[config.mk]
export PLATFORM = sky130hd
export DESIGN_NAME = burst_read_master
export DESIGN_NICKNAME = d
export VERILOG_FILES = /design/src/rtl/burst_read_master.sv
export SDC_FILE = /design/constraint.sdc
export NUM_CORES = 1
export LEC_CHECK = 0
export BUFFER_PORTS_ARGS = -buffer_cell sky130_fd_sc_hd__buf_2
export CAP_MARGIN = 20
export CORE_AREA = 2 2 144 146
export DETAILED_ROUTE_END_ITERATION = 12
export DIE_AREA = 0 0 146 148
export SYNTH_ARGS = -nofsm -noshare
export SYNTH_HDL_FRONTEND = slang
export SYNTH_SLANG_ARGS = --single-unit
export TNS_END_PERCENT = 1
[constraint.sdc]
create_clock -name clk -period 3.61 [get_ports clk]
set_clock_uncertainty 0.05 [all_clocks]
set_input_delay 1.083 -clock clk [delete_from_list [all_inputs] [get_ports clk]]
set_output_delay 1.083 -clock clk [all_outputs]
set_load 0.005 [all_outputs]
[src/rtl/burst_read_master.sv]
// AXI4 read-burst master: walks num_bursts aligned INCR bursts from base_addr and
// streams each 128-bit R beat straight into a downstream FIFO.
module burst_read_master #(
  parameter int BURST_LEN = 8
) (
  input  logic         clk,
  input  logic         rst,
  input  logic         start,
  input  logic [31:0]  base_addr,
  input  logic [15:0]  num_bursts,
  output logic         busy,
  output logic         done,
  output logic         error,
  output logic [31:0]  araddr,
  output logic [7:0]   arlen,
  output logic [2:0]   arsize,
  output logic [1:0]   arburst,
  output logic         arvalid,
  input  logic         arready,
  input  logic [127:0] rdata,
  input  logic [1:0]   rresp,
  input  logic         rlast,
  input  logic         rvalid,
  output logic         rready,
  input  logic         fifo_half_full,
  output logic         fifo_write_en,
  output logic [127:0] fifo_write_data,
  output logic [2:0]   state_dbg
);

  localparam logic [31:0] STRIDE        = 32'(BURST_LEN * 16);
  localparam logic [3:0]  LAST_BEAT_CNT = 4'(BURST_LEN - 1);

  typedef enum logic [2:0] {
    IDLE       = 3'd0,
    CHECK      = 3'd1,
    WAIT_SPACE = 3'd2,
    ADDR       = 3'd3,
    DATA       = 3'd4,
    FINISH     = 3'd5
  } state_e;

  state_e      state_q, state_d;
  logic [31:0] addr_q, addr_d;
  logic [15:0] remaining_q, remaining_d;
  logic [3:0]  beat_cnt_q, beat_cnt_d;
  logic        error_q, error_d;
  logic        len_bad_q, len_bad_d;
  logic        beat;
  logic        misaligned;

  // Handshakes: a transfer happens on any rising edge where valid and ready are
  // both high; arvalid is held with a stable araddr until arready.
  assign arvalid         = (state_q == ADDR);
  assign rready          = (state_q == DATA);
  assign beat            = rvalid & rready;
  assign fifo_write_en   = beat;
  assign fifo_write_data = rdata;

  assign busy      = (state_q != IDLE);
  assign done      = (state_q == FINISH);
  assign error     = error_q;
  assign araddr    = addr_q;
  assign arlen     = 8'(BURST_LEN - 1);
  assign arsize    = 3'b100;
  assign arburst   = 2'b01;
  assign state_dbg = state_q;

  assign misaligned = ((addr_q % STRIDE) != 32'd0);

  always_comb begin
    state_d     = state_q;
    addr_d      = addr_q;
    remaining_d = remaining_q;
    beat_cnt_d  = beat_cnt_q;
    error_d     = error_q;
    len_bad_d   = len_bad_q;
    case (state_q)
      IDLE: begin
        if (start) begin
          addr_d      = base_addr;
          remaining_d = num_bursts;
          error_d     = 1'b0;
          state_d     = CHECK;
        end
      end
      CHECK: begin
        if (remaining_q == 16'd0) begin
          state_d = FINISH;
        end else if (misaligned) begin
          error_d = 1'b1;
          state_d = FINISH;
        end else begin
          state_d = WAIT_SPACE;
        end
      end
      WAIT_SPACE: begin
        if (!fifo_half_full) state_d = ADDR;
      end
      ADDR: begin
        if (arready) begin
          beat_cnt_d = 4'd0;
          len_bad_d  = 1'b0;
          state_d    = DATA;
        end
      end
      DATA: begin
        if (beat) begin
          beat_cnt_d = beat_cnt_q + 4'd1;
          if (rresp != 2'b00) error_d = 1'b1;
          // One length complaint per burst; after it only rlast matters.
          if (!len_bad_q && (rlast != (beat_cnt_q == LAST_BEAT_CNT))) begin
            error_d   = 1'b1;
            len_bad_d = 1'b1;
          end
          if (rlast) begin
            addr_d      = addr_q + STRIDE;
            remaining_d = remaining_q - 16'd1;
            state_d     = (remaining_q == 16'd1) ? FINISH : WAIT_SPACE;
          end
        end
      end
      FINISH: begin
        state_d = IDLE;
      end
      default: begin
        state_d = IDLE;
      end
    endcase
  end

  always_ff @(posedge clk) begin
    if (rst) begin
      state_q     <= IDLE;
      addr_q      <= 32'd0;
      remaining_q <= 16'd0;
      beat_cnt_q  <= 4'd0;
      error_q     <= 1'b0;
      len_bad_q   <= 1'b0;
    end else begin
      state_q     <= state_d;
      addr_q      <= addr_d;
      remaining_q <= remaining_d;
      beat_cnt_q  <= beat_cnt_d;
      error_q     <= error_d;
      len_bad_q   <= len_bad_d;
    end
  end

endmodule
==> results of run 1 <==
## metal layers
layer / part of all wire / vias to the layer above
li1: - / 1905
met2: 0.42 / 172
met4: 0.042 / 0
met1: 0.45 / 1836
met3: 0.093 / 68
met5: 0 / -
## per-stage QoR
step / setup slack, ns / hold slack, ns / util / power (mW)
floorplan: 0.9680 / 0.3980 / - / 2.038
global placement: 0.8943 / 0.4099 / 0.2072 / 2.414
detailed placement: 0.8960 / 0.4182 / 0.2072 / 2.425
CTS: 0.6492 / 0.4269 / 0.2224 / 3.338
global route: 0.5442 / 0.4473 / 0.2224 / 3.565
finish: 0.6840 / 0.4272 / 0.2224 / 3.282
## state kept, by name (all words and copies together) (netlist names)
name         cells
araddr          32
error            1
state_dbg        3
beat_cnt_q       4
len_bad_q        1
remaining_q     16
## placed cells by master (no fill, tap or decap), types with 4 or more instances in the layout
cell | netlist | final
a211oi_1 | 11 | 11
a21oi_1 | 60 | 60
a31oi_1 | 4 | 4
and3_1 | 8 | 8
and4_1 | 4 | 4
buf_2 | 1 | 97
buf_4 | 141 | 7
clkbuf_16 | 0 | 9
conb_1 | 2 | 13
dfxtp_1 | 57 | 57
ha_1 | 5 | 5
inv_1 | 13 | 13
nand2_1 | 64 | 64
nand2b_1 | 7 | 7
nand3_1 | 28 | 28
nand4_1 | 7 | 7
nor2_1 | 30 | 30
nor3_1 | 20 | 20
nor4_1 | 11 | 11
o21ai_0 | 14 | 14
o21ai_1 | 12 | 11
o22ai_1 | 11 | 11
o32ai_1 | 9 | 9
o41ai_1 | 4 | 4
## final cells by class
class	count	area, sq um
clock buffers	10	239.0
clock inverters	6	66.31
fillers	2303	15580
inverters	15	56.30
multi-input cells	371	2078
flip-flops and latches	57	1141
well taps	270	337.8
repair buffers	104	538.0
## cell families (layout without fill, tap and decap cells)
family | count (synthesis) | count (layout)
fa+ha+maj | 5 | 5
buf+inv | 187 | 135
mux | 2 | 2
simple gates | 196 | 196
xor+xnor | 4 | 4
compound gates | 151 | 151
other cells | 2 | 13
flops | 57 | 57
## power breakdown
group	leakage, nW	internal [mW]	switching (mW)	total [mW]
Sequential	0.468	0.813	0.254	1.07
Clock	0.141	0.554	0.326	0.880
Combinational	1.14	0.518	0.817	1.34
Total	1.75	1.88	1.40	3.28
## worst max-delay path, delay by kind of cell (launching register included)
| family | cells | cell delay, ns |
|---|---|---|
| buffers and inverters | 3 | 0.31 |
| and+or+nand+nor | 2 | 0.60 |
| DFF | 1 | 0.54 |
## worst paths after layout
| path | endpoint | slack, ns |
|---|---|---|
| worst max-delay path | fifo_write_en | 0.68 |
| worst min-delay path | araddr[5]$_SDFFE_PP0P_ | 0.43 |
| worst max register to register | araddr[28]$_SDFFE_PP0P_ | 1.07 |
| worst min register to register | araddr[5]$_SDFFE_PP0P_ | 0.43 |
==> out/qor.txt, run 1 <==
Top Usage Layer GRT - met2
Post_cts resized - 0
Hold Vio Cnt, Final - 0
RR Startpoint - araddr[9]$_SDFFE_PP0P_
Hold Crit Class - reg2reg
Req. time, crit path - 2.48 ns
Post-synth EDFFs - 0
Xor/xnor share of the synthesized area - 0.007950
Total grt overflow - 0
Final setup vio count - 0
Layout net count - 748
Area after DPL - 4151 sq um
CTS sink count - 57
F_max - 341.8 MHz
RSZ-0062 raised after global routing - no
GRT Util Overall - 0.1258
Post-Place Cells - 817
Mean Syn Cell Area - 7.296 sq um
Asr flop ratio synth - 0
Final wirelength - 14.07 mm
Clock Tree Root - clkbuf_16
Drt drc - 0
DP Wirelength - 9.967 mm
Hold_sp - araddr[5]$_SDFFE_PP0P_
Most frequent cell after synthesis - buf_4
Relative slew margins - 0.2874
Crit. End Element - primary output
Final instance area - 4457 sq um
Gp weighted congestion - 0.7400
Critical path cell sequence - or3b_2 > inv_2 > nand2_1 > inv_2 > buf_2
Share of cells above drive strength 1 - 0.2256
Area share of the largest cell type after synthesis - 0.2589
Die X - 146 microns
Met1 global-route usage - 0.1577
Vias/cell - 4.779
Top-Level Pins - 367
Worst-Margin Slew - 1.059 ns
Ant diodes - 0
Clk_lat worst skew - 0.34 ns
Worst path slowest cell - dfxtp_1
Initial Util - 0.2199
CTS tree - yes
Most numerous cell on the critical path - inv_2
Crit path kind - reg2out
Max capacitance violation total - 0
GR met2 Demand/Resource - 0.1814
Critical path startpoint category - flop
Mux share of post-synthesis cell area - 0.004543
Sequential area share after synthesis - 0.2589
Core footprint - 20040 sq um
Grt met3 use - 0.05525
Hold path depth - 2
Worst vdd ir - 0.1771 mV
Clk slew on worst S/H paths - 0.05 ns
Synth top area cells - dfxtp_1 26%, buf_4 24%, a21oi_1 6.8%
Synth Area in Adders - 0.01420
DIE AREA - 21610 sq um
Via count - 3981
Vias in the first global route - 3690
Layout area overhead - 1.136%
Power Dens Cells - 736.4 nW/um^2
Cells after synthesis - 604
Post-CTS Setup Bufs - 0
Hold Buf Count CTS - 0
Final worst-path cycle share - 0.8105
R2R depth - 4
DRT iter0 DRCs - 259
Non-Filler Instances - 833
Syn. warnings - 0
Mapped Area - 4407 sq um
Simple-gate share of the synthesized area - 0.2186
Routed wire per std cell - 16.90 microns
Main combinational cell family by area after synthesis - buffers and inverters
Max Fanout on Critical Path - 13
Fin Setup TNS - 0 ns
Synth area leader - dfxtp_1
CP startpoint - state_dbg[2]$_SDFFE_PP0P_
# rows - 52
Global-route wire length before repair - 21.15 mm
Initial antenna violation count - 0
Fin crit period - 2.926 ns
Cts bufs inserted - 9
Largest net degree at the start of global routing - 61
Post-DRT Antenna Nets - 0
Max incr delay on CP - 0.54 ns
Ys flop type - dfxtp_1
Clock Path Buffers - 2
Synth Register Bits - 57
# port buffers - 97
CP arrival - 1.79 ns
Status - complete, no violations
Commonest cells post-synth - 141 x buf_4, 64 x nand2_1, 60 x a21oi_1, 57 x dfxtp_1
Synth unique cells - 53
Leak pwr - 1.746 nW
H-Tree Depth - 3
Post-synthesis compound-gate area fraction - 0.2144
Die H - 148 microns
Slew Limit Fails - 0
DRT Pass-1 Iters - 4
(Power assumes the default switching activity.)
==> run 2: changes to the inputs <==
--- a/config.mk
+++ b/config.mk
@@ -7,9 +7,9 @@
 export LEC_CHECK = 0
 export BUFFER_PORTS_ARGS = -buffer_cell sky130_fd_sc_hd__buf_2
 export CAP_MARGIN = 20
-export CORE_AREA = 2 2 144 146
+export CORE_AREA = 2 2 145 147
 export DETAILED_ROUTE_END_ITERATION = 12
-export DIE_AREA = 0 0 146 148
+export DIE_AREA = 0 0 147 149
 export SYNTH_ARGS = -nofsm -noshare
 export SYNTH_HDL_FRONTEND = slang
 export SYNTH_SLANG_ARGS = --single-unit
==> constraint.sdc (replaced) <==
create_clock -name clk -period 2.94 [get_ports clk]
set_clock_uncertainty 0.05 [all_clocks]
set_input_delay 0.882 -clock clk [delete_from_list [all_inputs] [get_ports clk]]
set_output_delay 0.882 -clock clk [all_outputs]
set_load 0.005 [all_outputs]
==> out/qor.txt, run 2 (synthesized netlist as in run 1, its figures left out) <==
Clk_lat worst skew - 0.33 ns
Core Util, Final - 0.2199
DRT iter0 DRCs - 265
Max Fanout on Critical Path - 13
# port buffers - 97
Non-Filler Instances - 842
Hold Buf Count CTS - 0
Most frequent cells in the layout - 97 x buf_2, 64 x nand2_1, 60 x a21oi_1
Initial Util - 0.2144
F_max - 366.0 MHz
Top-Level Pins - 367
Layout area overhead - 2.584%
DP Wirelength - 9.878 mm
Crit path kind - reg2out
Critical path cell sequence - or3b_2 > inv_2 > nand2_1 > inv_2 > buf_2
Worst path slowest cell - dfxtp_1
Flop2flop setup slack - 0.62 ns
Crit. End Element - primary output
Critical path startpoint category - flop
Most numerous cell on the critical path - inv_2
Cts bufs inserted - 9
Number of flip-flops in the largest register - 32
Post_cts resized - 0
CP top delay family - simple AND/OR/NAND/NOR gates
FILL cells - 2378
FF+latch area - 1141 sq um
Fin crit period - 2.732 ns
Area occupied by multi-input gates - 2078 sq um
Max incr delay on CP - 0.54 ns
Final wirelength - 13.44 mm
Share of cells above drive strength 1 - 0.2310
Clock Path Buffers - 2
Via count - 3990
Req. time, crit path - 2.01 ns
Hold Crit Class - reg2reg
H-Tree Depth - 3
Leading cell type in the layout, fill and taps excluded - buf_2
GRT Util Overall - 0.1197
Largest net degree at the start of global routing - 61
Ant diodes - 0
Die X - 147 microns
CTS sink count - 57
Final instance area - 4521 sq um
Gp weighted congestion - 0.7757
Max capacitance violation total - 0
CP arrival - 1.80 ns
Worst vdd ir - 0.3074 mV
Routed wire per std cell - 15.96 microns
Final worst-path cycle share - 0.9293
Global-route wire length before repair - 20.53 mm
Area after DPL - 4200 sq um
Layout net count - 752
Initial antenna violation count - 0
Leak pwr - 1.784 nW
DIE AREA - 21900 sq um
DRT Pass-1 Iters - 4
Vias/cell - 4.739
RSZ-0062 raised after global routing - no
Final setup vio count - 0
Post-Place Cells - 826
Post-DRT Antenna Nets - 0
Power Dens Cells - 912.2 nW/um^2
Fin Setup TNS - 0 ns
Clk slew on worst S/H paths - 0.05 ns
Total grt overflow - 0
Hold Vio Cnt, Final - 0
CTS tree - yes
# rows - 53
Die H - 149 microns
Drt drc - 0
Clock Tree Root - clkbuf_16
Buf/Inv on CP - 3
Status - complete, no violations
Vias in the first global route - 3680
Slew Limit Fails - 0
Post-CTS Setup Bufs - 0
Core footprint - 20560 sq um
Relative slew margins - 0.4561
Worst-Margin Slew - 0.8084 ns
-- run 2: changes by cell type in the layout (fill, tap and decap cells not counted) --
cell / previous run / this run
clkbuf_8: 1 / 0
inv_6: 1 / 0
clkinv_4: 0 / 2
buf_12: 0 / 1
clkinvlp_4: 3 / 1
bufinv_16: 1 / 2
buf_4: 7 / 10
clkinv_2: 1 / 2
-- run 2: final cells by class --
cell class,instances,share of cell area
clock buffer,9,0.04982
clock inverter,7,0.02104
inverter,15,0.01246
multi-input combinational,371,0.4597
sequential,57,0.2524
tap,275,0.07611
timing repair buffer,108,0.1284
-- run 2: path summary, 6_finish.rpt --
kind,depth (start not counted),from,end
worst max register to register,4,araddr[9]$_SDFFE_PP0P_,araddr[28]$_SDFFE_PP0P_
worst min-delay path,2,araddr[2]$_SDFFE_PP0P_,araddr[2]$_SDFFE_PP0P_
worst min register to register,2,araddr[2]$_SDFFE_PP0P_,araddr[2]$_SDFFE_PP0P_
worst max-delay path,5,state_dbg[2]$_SDFFE_PP0P_,fifo_write_en
-- run 2: power by group --
| group | switching (mW) | internal, mW | total (mW) |
|---|---|---|---|
| registers | 0.314 | 0.998 | 1.31 |
| clock network | 0.397 | 0.741 | 1.14 |
| logic | 1.00 | 0.669 | 1.67 |
| total | 1.72 | 2.41 | 4.12 |
-- run 2: stage by stage --
| step | hold slack, ns | power [mW] | setup slack (ns) |
|---|---|---|---|
| after floorplan | 0.3980 | 2.502 | 0.4990 |
| after global placement | 0.4109 | 2.984 | 0.6018 |
| after detailed placement | 0.4138 | 3.003 | 0.5422 |
| after CTS | 0.4206 | 4.160 | 0.1879 |
| after global routing | 0.4462 | 4.441 | 0.09120 |
| final | 0.4201 | 4.124 | 0.2078 |
-- run 2: metal layers --
layer,up-vias,global-route usage,share of wire
met5,-,0,0
met4,0,0.06106,0.034
met3,54,0.03517,0.068
met2,154,0.1695,0.42
met1,1878,0.1642,0.48
li1,1904,-,-
-- run 2: worst reg2reg max path, cell delays in order (launching register included) --
cell and delay, ns:
dfxtp_1 0.50, nand4_2 0.18, or4_1 0.57, or4_4 0.54, a311o_1 0.36
==> run 3: changes to the inputs <==
--- a/config.mk
+++ b/config.mk
@@ -7,9 +7,12 @@
 export LEC_CHECK = 0
 export BUFFER_PORTS_ARGS = -buffer_cell sky130_fd_sc_hd__buf_2
 export CAP_MARGIN = 20
-export CORE_AREA = 2 2 145 147
+export CELL_PAD_IN_SITES_DETAIL_PLACEMENT = 1
+export CELL_PAD_IN_SITES_GLOBAL_PLACEMENT = 2
+export CORE_MARGIN = 2
+export CORE_UTILIZATION = 19
 export DETAILED_ROUTE_END_ITERATION = 12
-export DIE_AREA = 0 0 147 149
+export PLACE_DENSITY_LB_ADDON = 0.1
 export SYNTH_ARGS = -nofsm -noshare
 export SYNTH_HDL_FRONTEND = slang
 export SYNTH_SLANG_ARGS = --single-unit
==> out/qor.txt, run 3 (synthesized netlist as in run 1, its figures left out) <==
Power Dens Cells - 910.8 nW/um^2
Area occupied by multi-input gates - 2078 sq um
Layout net count - 756
DRT Pass-1 Iters - 4
Hold Vio Cnt, Final - 0
Crit path kind - reg2out
Leading cell type in the layout, fill and taps excluded - buf_2
Final worst-path cycle share - 0.9131
# rows - 55
GRT Util Overall - 0.1223
Initial antenna violation count - 0
FF+latch area - 1142 sq um
DP Wirelength - 10.70 mm
Comb pwr share - 0.427
Net Sw Power - 1.764 mW
Drt drc - 0
Core footprint - 22710 sq um
Flop2flop setup slack - 0.54 ns
Leak pwr - 1.804 nW
Max Fanout on Critical Path - 13
FILL cells - 2774
Fin Setup TNS - 0 ns
Crit. End Element - primary output
Die X - 156.3 microns
Status - complete, no violations
Vias/cell - 4.665
Max capacitance violation total - 0
Total grt overflow - 0
Seq pwr share - 0.316
DIE AREA - 24430 sq um
RSZ-0062 raised after global routing - no
Req. time, crit path - 2.01 ns
CTS tree - yes
Global-route wire length before repair - 23.30 mm
Sw Share - 0.4248
Most frequent cells in the layout - 97 x buf_2, 64 x nand2_1, 60 x a21oi_1
H-Tree Depth - 3
Largest net degree at the start of global routing - 61
Cts bufs inserted - 9
Hold Slack - 0.4203 ns
Hold Crit Class - reg2reg
Share of cells above drive strength 1 - 0.2329
F_max - 372.5 MHz
Fin crit period - 2.684 ns
Ant diodes - 0
Internal power - 2.389 mW
Non-Filler Instances - 856
Routed wire per std cell - 17.56 microns
Final setup vio count - 0
Via count - 3993
Gp weighted congestion - 0.7034
Die H - 156.3 microns
Post-Place Cells - 840
CTS sink count - 57
Final wirelength - 15.03 mm
Clock Tree Root - clkbuf_16
Clock power share - 0.258
CP arrival - 1.75 ns
Worst vdd ir - 0.2579 mV
Slew Limit Fails - 0
Layout area overhead - 3.464%
Vias in the first global route - 4007
Top-Level Pins - 367
DRT iter0 DRCs - 120
Initial Util - 0.1940
Number of flip-flops in the largest register - 32
Post-DRT Antenna Nets - 0
Critical path startpoint category - flop
Clk slew on worst S/H paths - 0.05 ns
# port buffers - 97
Clock Path Buffers - 2
Clk_lat worst skew - 0.34 ns
run 3: cell types whose count changed in the layout (fill, tap and decap cells not counted):
| cell | previous run | this run |
|---|---|---|
| clkinv_4 | 2 | 0 |
| clkbuf_1 | 0 | 3 |
| buf_4 | 10 | 12 |
| bufinv_16 | 2 | 1 |
| clkbuf_8 | 0 | 1 |
| dfxtp_1 | 57 | 56 |
| dfxtp_2 | 0 | 1 |
| buf_12 | 1 | 3 |
| clkinvlp_4 | 1 | 0 |
run 3: what timing repair did:
item | in CTS | in global routing
gates resized for setup | 0 | 1
hold buffers | 0 | 0
setup endpoints to repair | 0 | 1
buffers inserted | 0 | 0
run 3: cell type report:
class                           instances  share of cell area
Inverter                               15             0.01235
Timing Repair Buffer                  112              0.1394
Multi-Input combinational cell        371              0.4558
Sequential cell                        57              0.2505
Tap cell                              285             0.07821
Clock buffer                           13             0.05488
Clock inverter                          3            0.008782
run 3: path summary, 6_finish.rpt:
| check | cells after the start | to | from |
|---|---|---|---|
| min | 2 | araddr[6]$_SDFFE_PP0P_ | araddr[6]$_SDFFE_PP0P_ |
| max | 5 | fifo_write_en | state_dbg[0]$_SDFFE_PP0P_ |
| min reg2reg | 2 | araddr[6]$_SDFFE_PP0P_ | araddr[6]$_SDFFE_PP0P_ |
| max reg2reg | 6 | araddr[31]$_SDFFE_PP0P_ | state_dbg[0]$_SDFFE_PP0P_ |
run 3: power by group through the flow:
stage	Sequential (mW)	Clock (mW)	Combinational, mW
after floorplan	1.24	0	1.26
after global placement	1.32	0	1.81
after detailed placement	1.33	0	1.82
after CTS	1.31	1.12	1.83
after global routing	1.36	1.15	2.03
final	1.31	1.07	1.77
run 3: stage by stage:
step | utilization | total power [mW] | instance area [sq um] | setup slack (ns)
2_1_floorplan | - | 2.502 | 4448 | 0.4990
3_3_place_gp | 0.1879 | 3.136 | 4268 | 0.4387
3_5_place_dp | 0.1879 | 3.149 | 4268 | 0.3869
4_1_cts | 0.2007 | 4.261 | 4558 | 0.1108
5_1_grt | 0.2008 | 4.538 | 4559 | 0.1414
6_report | 0.2008 | 4.153 | 4559 | 0.2555
run 3: layer usage:
layer / vias up / track usage / wire (microns)
li1: 1915 / - / -
met5: - / 0 / 0
met3: 21 / 0.03711 / 881
met4: 0 / 0.02840 / 136
met1: 1919 / 0.1632 / 7338
met2: 138 / 0.1932 / 6678
run 3: worst max-delay path, stage by stage (launching register included):
cell and delay (ns):
dfxtp_1 0.43, or3b_2 0.54, inv_2 0.10, nand2_1 0.10, inv_2 0.12, buf_2 0.12
